**config.mk**
```make
export PLATFORM = sky130hd
export DESIGN_NAME = game_sequencer
export DESIGN_NICKNAME = d
export VERILOG_FILES = /design/src/rtl/game_sequencer.sv
export SDC_FILE = /design/constraint.sdc
export NUM_CORES = 1
export LEC_CHECK = 0
export BUFFER_PORTS_ARGS = -buffer_cell sky130_fd_sc_hd__buf_4
export CAP_MARGIN = 20
export CORE_AREA = 2 2 73 75
export DETAILED_ROUTE_END_ITERATION = 10
export DIE_AREA = 0 0 75 77
export PLACE_DENSITY = 0.79
export RECOVER_POWER = 25
export SLEW_MARGIN = 0
export SYNTH_ARGS = -nofsm -noshare
export SYNTH_HDL_FRONTEND = slang
export SYNTH_SLANG_ARGS = --single-unit
```
**constraint.sdc**
```tcl
create_clock -name clk -period 2.34 [get_ports clk]
set_input_delay 0.234 -clock clk [delete_from_list [all_inputs] [get_ports clk]]
set_output_delay 0.234 -clock clk [all_outputs]
set_load 0.02 [all_outputs]
```
**src/rtl/game_sequencer.sv**
```systemverilog
// Frame-synchronous game-flow controller: serve/play/pause/lost/game-over sequencing,
// per-frame collision scoring with saturation, and lives bookkeeping.
module game_sequencer #(
    parameter int LIVES          = 3,
    parameter int SERVE_FRAMES   = 60,
    parameter int LOST_FRAMES    = 90,
    parameter int FLIPPER_POINTS = 10,
    parameter int WALL_POINTS    = 1,
    parameter int SCORE_MAX      = 9999
) (
    input  logic        clk,
    input  logic        resetN,
    input  logic        startOfFrame,
    input  logic        key5IsPressed,
    input  logic        collisionSmileyFlipper,
    input  logic        collisionSmileyBorderTop,
    input  logic        collisionSmileyBorderLeft,
    input  logic        collisionSmileyBorderRight,
    input  logic        collisionSmileyBorderBottom,
    output logic        pause,
    output logic        ballHold,
    output logic        launchPulse,
    output logic [13:0] score,
    output logic [2:0]  lives,
    output logic        gameOver,
    output logic [2:0]  state
);

    localparam int MAX_FRAMES = (SERVE_FRAMES > LOST_FRAMES) ? SERVE_FRAMES : LOST_FRAMES;
    localparam int CNT_W      = $clog2(MAX_FRAMES + 2);

    typedef enum logic [2:0] {
        ST_IDLE      = 3'd0,
        ST_SERVE     = 3'd1,
        ST_PLAY      = 3'd2,
        ST_PAUSED    = 3'd3,
        ST_LOST      = 3'd4,
        ST_GAME_OVER = 3'd5
    } state_t;

    state_t           r_state;
    state_t           w_state_nxt;
    logic [CNT_W-1:0] r_frame_cnt;
    logic [CNT_W-1:0] w_frame_cnt_nxt;
    logic             r_key_prev;
    logic             w_key_edge;
    logic             r_f_flip;
    logic             r_f_wall;
    logic             r_f_bottom;
    logic             w_f_flip_nxt;
    logic             w_f_wall_nxt;
    logic             w_f_bottom_nxt;
    logic [13:0]      r_score;
    logic [13:0]      w_score_nxt;
    logic [2:0]       r_lives;
    logic [2:0]       w_lives_nxt;
    logic             r_launch;
    logic             w_launch_nxt;
    logic [14:0]      w_score_sum;
    logic [13:0]      w_score_sat;
    logic             w_wall_hit;
    logic             w_stay_play;

    assign w_key_edge = key5IsPressed & ~r_key_prev;
    assign w_wall_hit = collisionSmileyBorderTop | collisionSmileyBorderLeft
                      | collisionSmileyBorderRight;

    // 15-bit sum so a near-max score cannot wrap before saturation is applied
    assign w_score_sum = {1'b0, r_score}
                       + (r_f_flip ? 15'(FLIPPER_POINTS) : 15'd0)
                       + (r_f_wall ? 15'(WALL_POINTS)    : 15'd0);
    assign w_score_sat = (w_score_sum > 15'(SCORE_MAX)) ? 14'(SCORE_MAX) : w_score_sum[13:0];

    always_comb begin
        w_state_nxt     = r_state;
        w_frame_cnt_nxt = r_frame_cnt;
        w_score_nxt     = r_score;
        w_lives_nxt     = r_lives;
        w_launch_nxt    = 1'b0;
        case (r_state)
            ST_IDLE: begin
                if (w_key_edge) begin
                    w_state_nxt     = ST_SERVE;
                    w_frame_cnt_nxt = CNT_W'(SERVE_FRAMES);
                end
            end
            ST_SERVE: begin
                if (w_key_edge) begin
                    w_state_nxt     = ST_PLAY;
                    w_frame_cnt_nxt = '0;
                    w_launch_nxt    = 1'b1;
                end else if (startOfFrame) begin
                    if (r_frame_cnt <= CNT_W'(1)) begin
                        w_state_nxt     = ST_PLAY;
                        w_frame_cnt_nxt = '0;
                        w_launch_nxt    = 1'b1;
                    end else begin
                        w_frame_cnt_nxt = r_frame_cnt - CNT_W'(1);
                    end
                end
            end
            ST_PLAY: begin
                // The finished frame is scored even when it also ends in a loss or pause
                if (startOfFrame) begin
                    w_score_nxt = w_score_sat;
                end
                if (w_key_edge) begin
                    w_state_nxt = ST_PAUSED;
                end else if (startOfFrame && r_f_bottom) begin
                    w_state_nxt     = ST_LOST;
                    w_frame_cnt_nxt = CNT_W'(LOST_FRAMES);
                    if (r_lives != 3'd0) begin
                        w_lives_nxt = r_lives - 3'd1;
                    end
                end
            end
            ST_PAUSED: begin
                if (w_key_edge) begin
                    w_state_nxt = ST_PLAY;
                end
            end
            ST_LOST: begin
                if (startOfFrame) begin
                    if (r_frame_cnt <= CNT_W'(1)) begin
                        if (r_lives == 3'd0) begin
                            w_state_nxt     = ST_GAME_OVER;
                            w_frame_cnt_nxt = '0;
                        end else begin
                            w_state_nxt     = ST_SERVE;
                            w_frame_cnt_nxt = CNT_W'(SERVE_FRAMES);
                        end
                    end else begin
                        w_frame_cnt_nxt = r_frame_cnt - CNT_W'(1);
                    end
                end
            end
            ST_GAME_OVER: begin
                if (w_key_edge) begin
                    w_state_nxt     = ST_IDLE;
                    w_frame_cnt_nxt = '0;
                    w_score_nxt     = '0;
                    w_lives_nxt     = 3'(LIVES);
                end
            end
            default: begin
                w_state_nxt = ST_IDLE;
            end
        endcase
    end

    // Flags live only across an uninterrupted PLAY frame; a pulse coincident with
    // startOfFrame lands after the clear and counts toward the next frame.
    assign w_stay_play = (r_state == ST_PLAY) && (w_state_nxt == ST_PLAY);

    always_comb begin
        w_f_flip_nxt   = 1'b0;
        w_f_wall_nxt   = 1'b0;
        w_f_bottom_nxt = 1'b0;
        if (w_stay_play) begin
            if (startOfFrame) begin
                w_f_flip_nxt   = collisionSmileyFlipper;
                w_f_wall_nxt   = w_wall_hit;
                w_f_bottom_nxt = collisionSmileyBorderBottom;
            end else begin
                w_f_flip_nxt   = r_f_flip   | collisionSmileyFlipper;
                w_f_wall_nxt   = r_f_wall   | w_wall_hit;
                w_f_bottom_nxt = r_f_bottom | collisionSmileyBorderBottom;
            end
        end
    end

    always_ff @(posedge clk or negedge resetN) begin
        if (!resetN) begin
            r_state     <= ST_IDLE;
            r_frame_cnt <= '0;
            r_key_prev  <= 1'b1;
            r_f_flip    <= 1'b0;
            r_f_wall    <= 1'b0;
            r_f_bottom  <= 1'b0;
            r_score     <= '0;
            r_lives     <= 3'(LIVES);
            r_launch    <= 1'b0;
        end else begin
            r_state     <= w_state_nxt;
            r_frame_cnt <= w_frame_cnt_nxt;
            r_key_prev  <= key5IsPressed;
            r_f_flip    <= w_f_flip_nxt;
            r_f_wall    <= w_f_wall_nxt;
            r_f_bottom  <= w_f_bottom_nxt;
            r_score     <= w_score_nxt;
            r_lives     <= w_lives_nxt;
            r_launch    <= w_launch_nxt;
        end
    end

    assign state       = r_state;
    assign pause       = (r_state != ST_PLAY);
    assign ballHold    = (r_state == ST_IDLE) || (r_state == ST_SERVE)
                      || (r_state == ST_LOST) || (r_state == ST_GAME_OVER);
    assign gameOver    = (r_state == ST_GAME_OVER);
    assign launchPulse = r_launch;
    assign score       = r_score;
    assign lives       = r_lives;

endmodule

```
; Yosys cells after proc, flatten, opt, wreduce, memory -nomap -nowiden
; Index checks and enable logic that the tools add are counted.
[classes]
n_addsub = 4
magnitude_cmp = 2
n_eq_ne = 15
mux = 44
bitwise_logic = 7
n_reduce_logical = 13
[op_table]
columns = cell, count
row1 = two-way mux 7 bit, 9
row2 = two-way mux 3 bit, 15
row3 = two-way mux 14 bit, 3
row4 = case mux 7 bit (5 select lines), 1
row5 = case mux 14 bit (2 select lines), 1
row6 = case mux 3 bit (6 select lines), 1
row7 = adder 14 x 4 -> 15 bit, 1
row8 = adder 15 x 1 -> 15 bit, 1
row9 = "> comparator 15 x 14 -> 1 bit, second input constant", 1
row10 = "inequality test 2 bit, second input constant", 6
row11 = two-way mux 1 bit, 11
row12 = "== test 3 x 2 -> 1 bit, second input constant", 3
row13 = "<= comparator 7 x 1 -> 1 bit, second input constant", 1
row14 = AND reduction 7 bit, 1
row15 = "subtractor 7 x 1 -> 7 bit, second input constant", 1
row16 = "== test 3 bit, second input constant", 2
row17 = logical NOT 3 bit, 2
row18 = two-way mux 6 bit, 1
row19 = case mux 3 bit (2 select lines), 1
row20 = bitwise OR 1 bit, 5
row21 = AND reduction 5 bit, 1
row22 = nonzero test 5 bit, 1
row23 = two-way mux 4 bit, 1
row24 = "== test 3 x 1 -> 1 bit, second input constant", 1
row25 = 11 further kinds, 14
[totals]
regBits = 32
input_bits = 9
out_inout_bits = 24
wordCells = 94

; Depth between registers and ports, before layout
[logic_depth]
ltp_word = 8
ltp_mapped = 11
depth_no_buf = 10

; Worst setup path before layout
; OpenSTA, ideal clock, no wires.
[synth_path]
path_type = register -> register
from = reg r_score[1] (netlist: score[1])
to = reg r_score[2] (netlist: score[2])
setup_ns = 0.123
arrival_ns = 2.376
t_required_ns = 2.217
setup_slack_ns = -0.159
stages_incl_launch_ff = 9
path_buffers = 0
period_less_slack_ns = 2.499
cell_sequence = dfrtp_1 ha_1 a21o_1 a31o_4 and3_4 or3_1 a32oi_2 nand2_1 o221a_1
[synth_between]
elab_chain_len = 6
[synth_rtl]
columns = item, line_no
row1 = start: declaration, 53  ; logic [13:0] r_score;
row2 = start signal: assignment, 190  ; r_score <= w_score_nxt;
row3 = adder 14 x 4 -> 15 bit (*), 70  ; + (r_f_flip ? 15'(FLIPPER_POINTS) : 15'd0)
row4 = adder 15 x 1 -> 15 bit (*), 71  ; + (r_f_wall ? 15'(WALL_POINTS) : 15'd0);
row5 = > comparator 15 x 14 -> 1 bit, 72  ; assign w_score_sat = (w_score_sum > 15'(SCORE_MAX)) ? 14'(SCORE_MAX) : w_score_sum[13:0];
row6 = two-way mux 14 bit (*), 72
row7 = two-way mux 14 bit (*), 104  ; if (startOfFrame) begin
row8 = case mux 14 bit (2 select lines) (*), 80  ; case (r_state)
; Every way passes the cells marked *; elsewhere a longest branch is shown, timed or not. The select of a mux whose other input is x is not followed.
; A chain may end at the register's enable or synchronous reset.

; Final worst setup path
[layout_path]
from = reg r_f_flip
to = reg r_score[10] (netlist: score[10])
[layout_between]
elab_chain_len = 7
[layout_rtl]
columns = item, line_no
row1 = start: declaration, 47  ; logic r_f_flip;
row2 = start signal: assignment, 187  ; r_f_flip <= w_f_flip_nxt;
row3 = two-way mux 4 bit (*), 70
row4 = adder 14 x 4 -> 15 bit (*), 70
row5 = adder 15 x 1 -> 15 bit (*), 71
row6 = > comparator 15 x 14 -> 1 bit, 72
row7 = two-way mux 14 bit (*), 72
row8 = two-way mux 14 bit (*), 104
row9 = case mux 14 bit (2 select lines) (*), 80
; Marks and branches as above.

==> results.py <==
metrics = {
    "cells_and_area": {
        "fin_area_um2": 2910,
        "antenna_cells": 0,
        "syn_to_final_growth_pct": 32.6,
        "nets": 335,
        "layout-drive-gt1-share_pct": 31.7,
        "final_util_pct": 58.4,
    },
    "power": {
        "power_density_nw_per_um2": 1020,
        "vdd_drop_max_mv": 0.692,
        "finalPower_uw": 2970,
        "leakage_uw": 0.00128,
    },
    "synth": {
        "synth_area_leaders": "dfrtp_1 33%, a21oi_1 4.6%, nor2_1 4.1%, ha_1 4.0%, nand2_1 3.9%",
        "synthesis.nets": 273,
        "synth_area_leader_cell": "dfrtp_1",
        "yosysTopAreaCellShare_pct": 33.1,
        "synth-edff-count": 0,
        "synthArstFlopShare_pct": 100,
        "ys_ff_latch": 32,
        "yosysMostFrequentCell": "dfrtp_1",
        "ys_types": 60,
        "syn-cell-area_um2": 2190,
        "yosys_warnings": 0,
        "synth_common_cells": "29 x dfrtp_1, 24 x nor2_1, 23 x nand2_1",
        "syn_inst": 256,
        "synth-seq-area-share_pct": 36.7,
        "syn_avg_cell_area_um2": 8.56,
        "ys.flop_type": "dfrtp_1",
    },
    "global_route": {
        "grt_pass1_vias": 2127,
        "gr-total-overflow": 0,
        "grt_pass1_wl_mm": 10.1,
        "antenna_found_initial": 0,
        "grt_max_degree": 33,
        "grtUsageTotal_pct": 22.2,
    },
    "routing": {
        "via_per_inst": 5.75,
        "num_vias": 2238,
        "ant_nets": 0,
        "drtIter0Drc": 153,
        "wl_per_cell_um": 15.6,
        "drc": 0,
        "routed_wl_mm": 6.05,
        "drt_first_pass_iters": 4,
    },
    "clocking": {
        "clkSinkCount": 32,
        "clock_latency_ps": 280,
        "path_clk_slew_ps": 70,
        "numCtsBuffers": 5,
        "htreeDepth": 2,
        "cts_tree": "built",
        "clockRootBuffer": "clkbuf_8",
        "cts_max_path_buffers": 2,
    },
    "floorplanning": {
        "io_pins": 33,
        "initial_core_util_pct": 44.0,
        "fp.dieH_um": 77,
        "rows": 26,
        "core_um2": 4980,
        "die_area_um2": 5780,
        "fp.dieW_um": 75,
    },
    "sta": {
        "timing.final.ws_setup_ps": -120,
        "worst_slew_pin_slew_ps": 825,
        "hold_viol": 0,
        "hold_ws_ps": 48.1,
        "finalSetupViolations": 12,
        "rsz0062_at_grt": "yes",
        "slew_headroom_pct": 45.0,
        "finClkSkew_ps": 11.0,
        "max_freq_mhz": 407,
        "period_needed_ps": 2460,
        "period_share_pct": 105,
        "drv_slew": 0,
    },
    "min_path": {
        "hold_start": "key5IsPressed",
        "hp-class": "primary input to flop",
    },
    "critical_path": {
        "timing.rr.start": "r_f_flip",
        "cp.arrival_ps": 2620,
        "crit_path_start": "r_f_flip",
        "cp.required_ps": 2500,
        "path_class": "flop to flop",
        "cp-start-kind": "flop",
        "cp-end-kind": "flop",
        "crit_fanout": 6,
    },
    "run_status": {
        "violations": "setup timing",
        "status": "finished, violations left",
    },
    "place": {
        "gp_congestion": 0.946,
        "hpwl_mm": 4.31,
        "portBuffers": 32,
        "postPlaceCellArea_um2": 2730,
        "dp_worst_setup_slack_ps": -112,
    },
    "run": {
        "max_cap_viol_count": 0,
    },
}
[cell type report]
cell class | instances | area [µm²]
tap | 70 | 87.6
sequential | 32 | 808
timing repair buffer | 62 | 469
clock inverter | 2 | 35.0
inverter | 17 | 63.8
fill | 426 | 2070
multi-input combinational | 200 | 1370
clock buffer | 6 | 72.6
[critical path, stage by stage, from the launching register on]
cell and delay, ps:
dfrtp_2 440, ha_4 230, a21o_1 200, a31o_4 250, and3_4 150, or3_4 340
a32oi_4 350, buf_4 190, nor2_1 40, o21a_1 160
[path summary, 6_finish.rpt]
| path | slack [ps] | endpoint | depth (start not counted) |
|---|---|---|---|
| hold / removal | 50 | r_key_prev | 1 |
| max in group asynchronous | 1190 | r_f_flip | 2 |
| min in group asynchronous | 580 | score[7] | 2 |
| setup / recovery | -120 | score[10] | 9 |
| hold reg to reg | 540 | lives[0] | 1 |
| setup reg to reg | -120 | score[10] | 9 |
[kinds of logic after synthesis]
logic type                 count (synthesis)  synth area share (%)
AOI/OAI and AO/OA                         76                  24.4
xor gates and xnor gates                   3                  1.20
buffers and inverters                     24                  4.91
muxes                                      4                  1.83
DFF                                       32                  36.7
and+or+nand+nor                          109                  26.0
adders and majority gates                  8                  4.91
[state kept, by name, indices dropped and copies added (netlist names)]
| name | count |
|---|---|
| r_key_prev | 1 |
| score | 14 |
| lives | 3 |
| r_f_flip | 1 |
| r_f_bottom | 1 |
| r_frame_cnt | 7 |
| r_f_wall | 1 |
| state | 3 |
| launchPulse | 1 |
[metal layers]
metal | global-route usage (%) | up-vias | share of wire, % | routed length, µm
li1 | - | 1066 | - | -
met3 | 3.68 | 11 | 5.1 | 308
met2 | 35.4 | 77 | 48 | 2890
met4 | 6.07 | 0 | 1.9 | 112
met5 | 0 | - | 0 | 0
met1 | 30.8 | 1084 | 45 | 2740
[report_power, final]
part	internal, µW	total [µW]	leakage [µW]	switching (µW)
registers	737	988	0.000402	252
logic	678	1460	0.000824	780
clock network	316	524	0.0000552	208
total	1730	2970	0.00128	1240
[cell usage in the layout (no fill, tap or decap), drive strengths merged, types with 3 or more instances in the layout]
master / count
a21o: 4
a21oi: 20
a31o: 4
a31oi: 11
and3: 6
buf: 59
clkbuf: 8
dfrtp: 29
dfstp: 3
ha: 7
inv: 17
mux2i: 4
nand2: 24
nand2b: 5
nand3: 13
nand4: 5
nor2: 25
nor2b: 9
nor3: 6
o211ai: 5
o21ai: 12
o22ai: 3
o311ai: 3
[per-stage QoR]
step                      TNS [ps]  cells
after floorplan              -22.0    256
after global placement       -59.4    378
after detailed placement      -880    378
after CTS                     -737    387
after global routing         -2090    389
final                        -1090    389
[timing repair]
item	CTS	global route
setup buffers	0	2
hold buffers	1	0
hold endpoints to repair	29	0
pin swaps	10	4
endpoints found under the setup margin	12	12
resized for setup	6	4
Power figures use the tool's default switching activity.
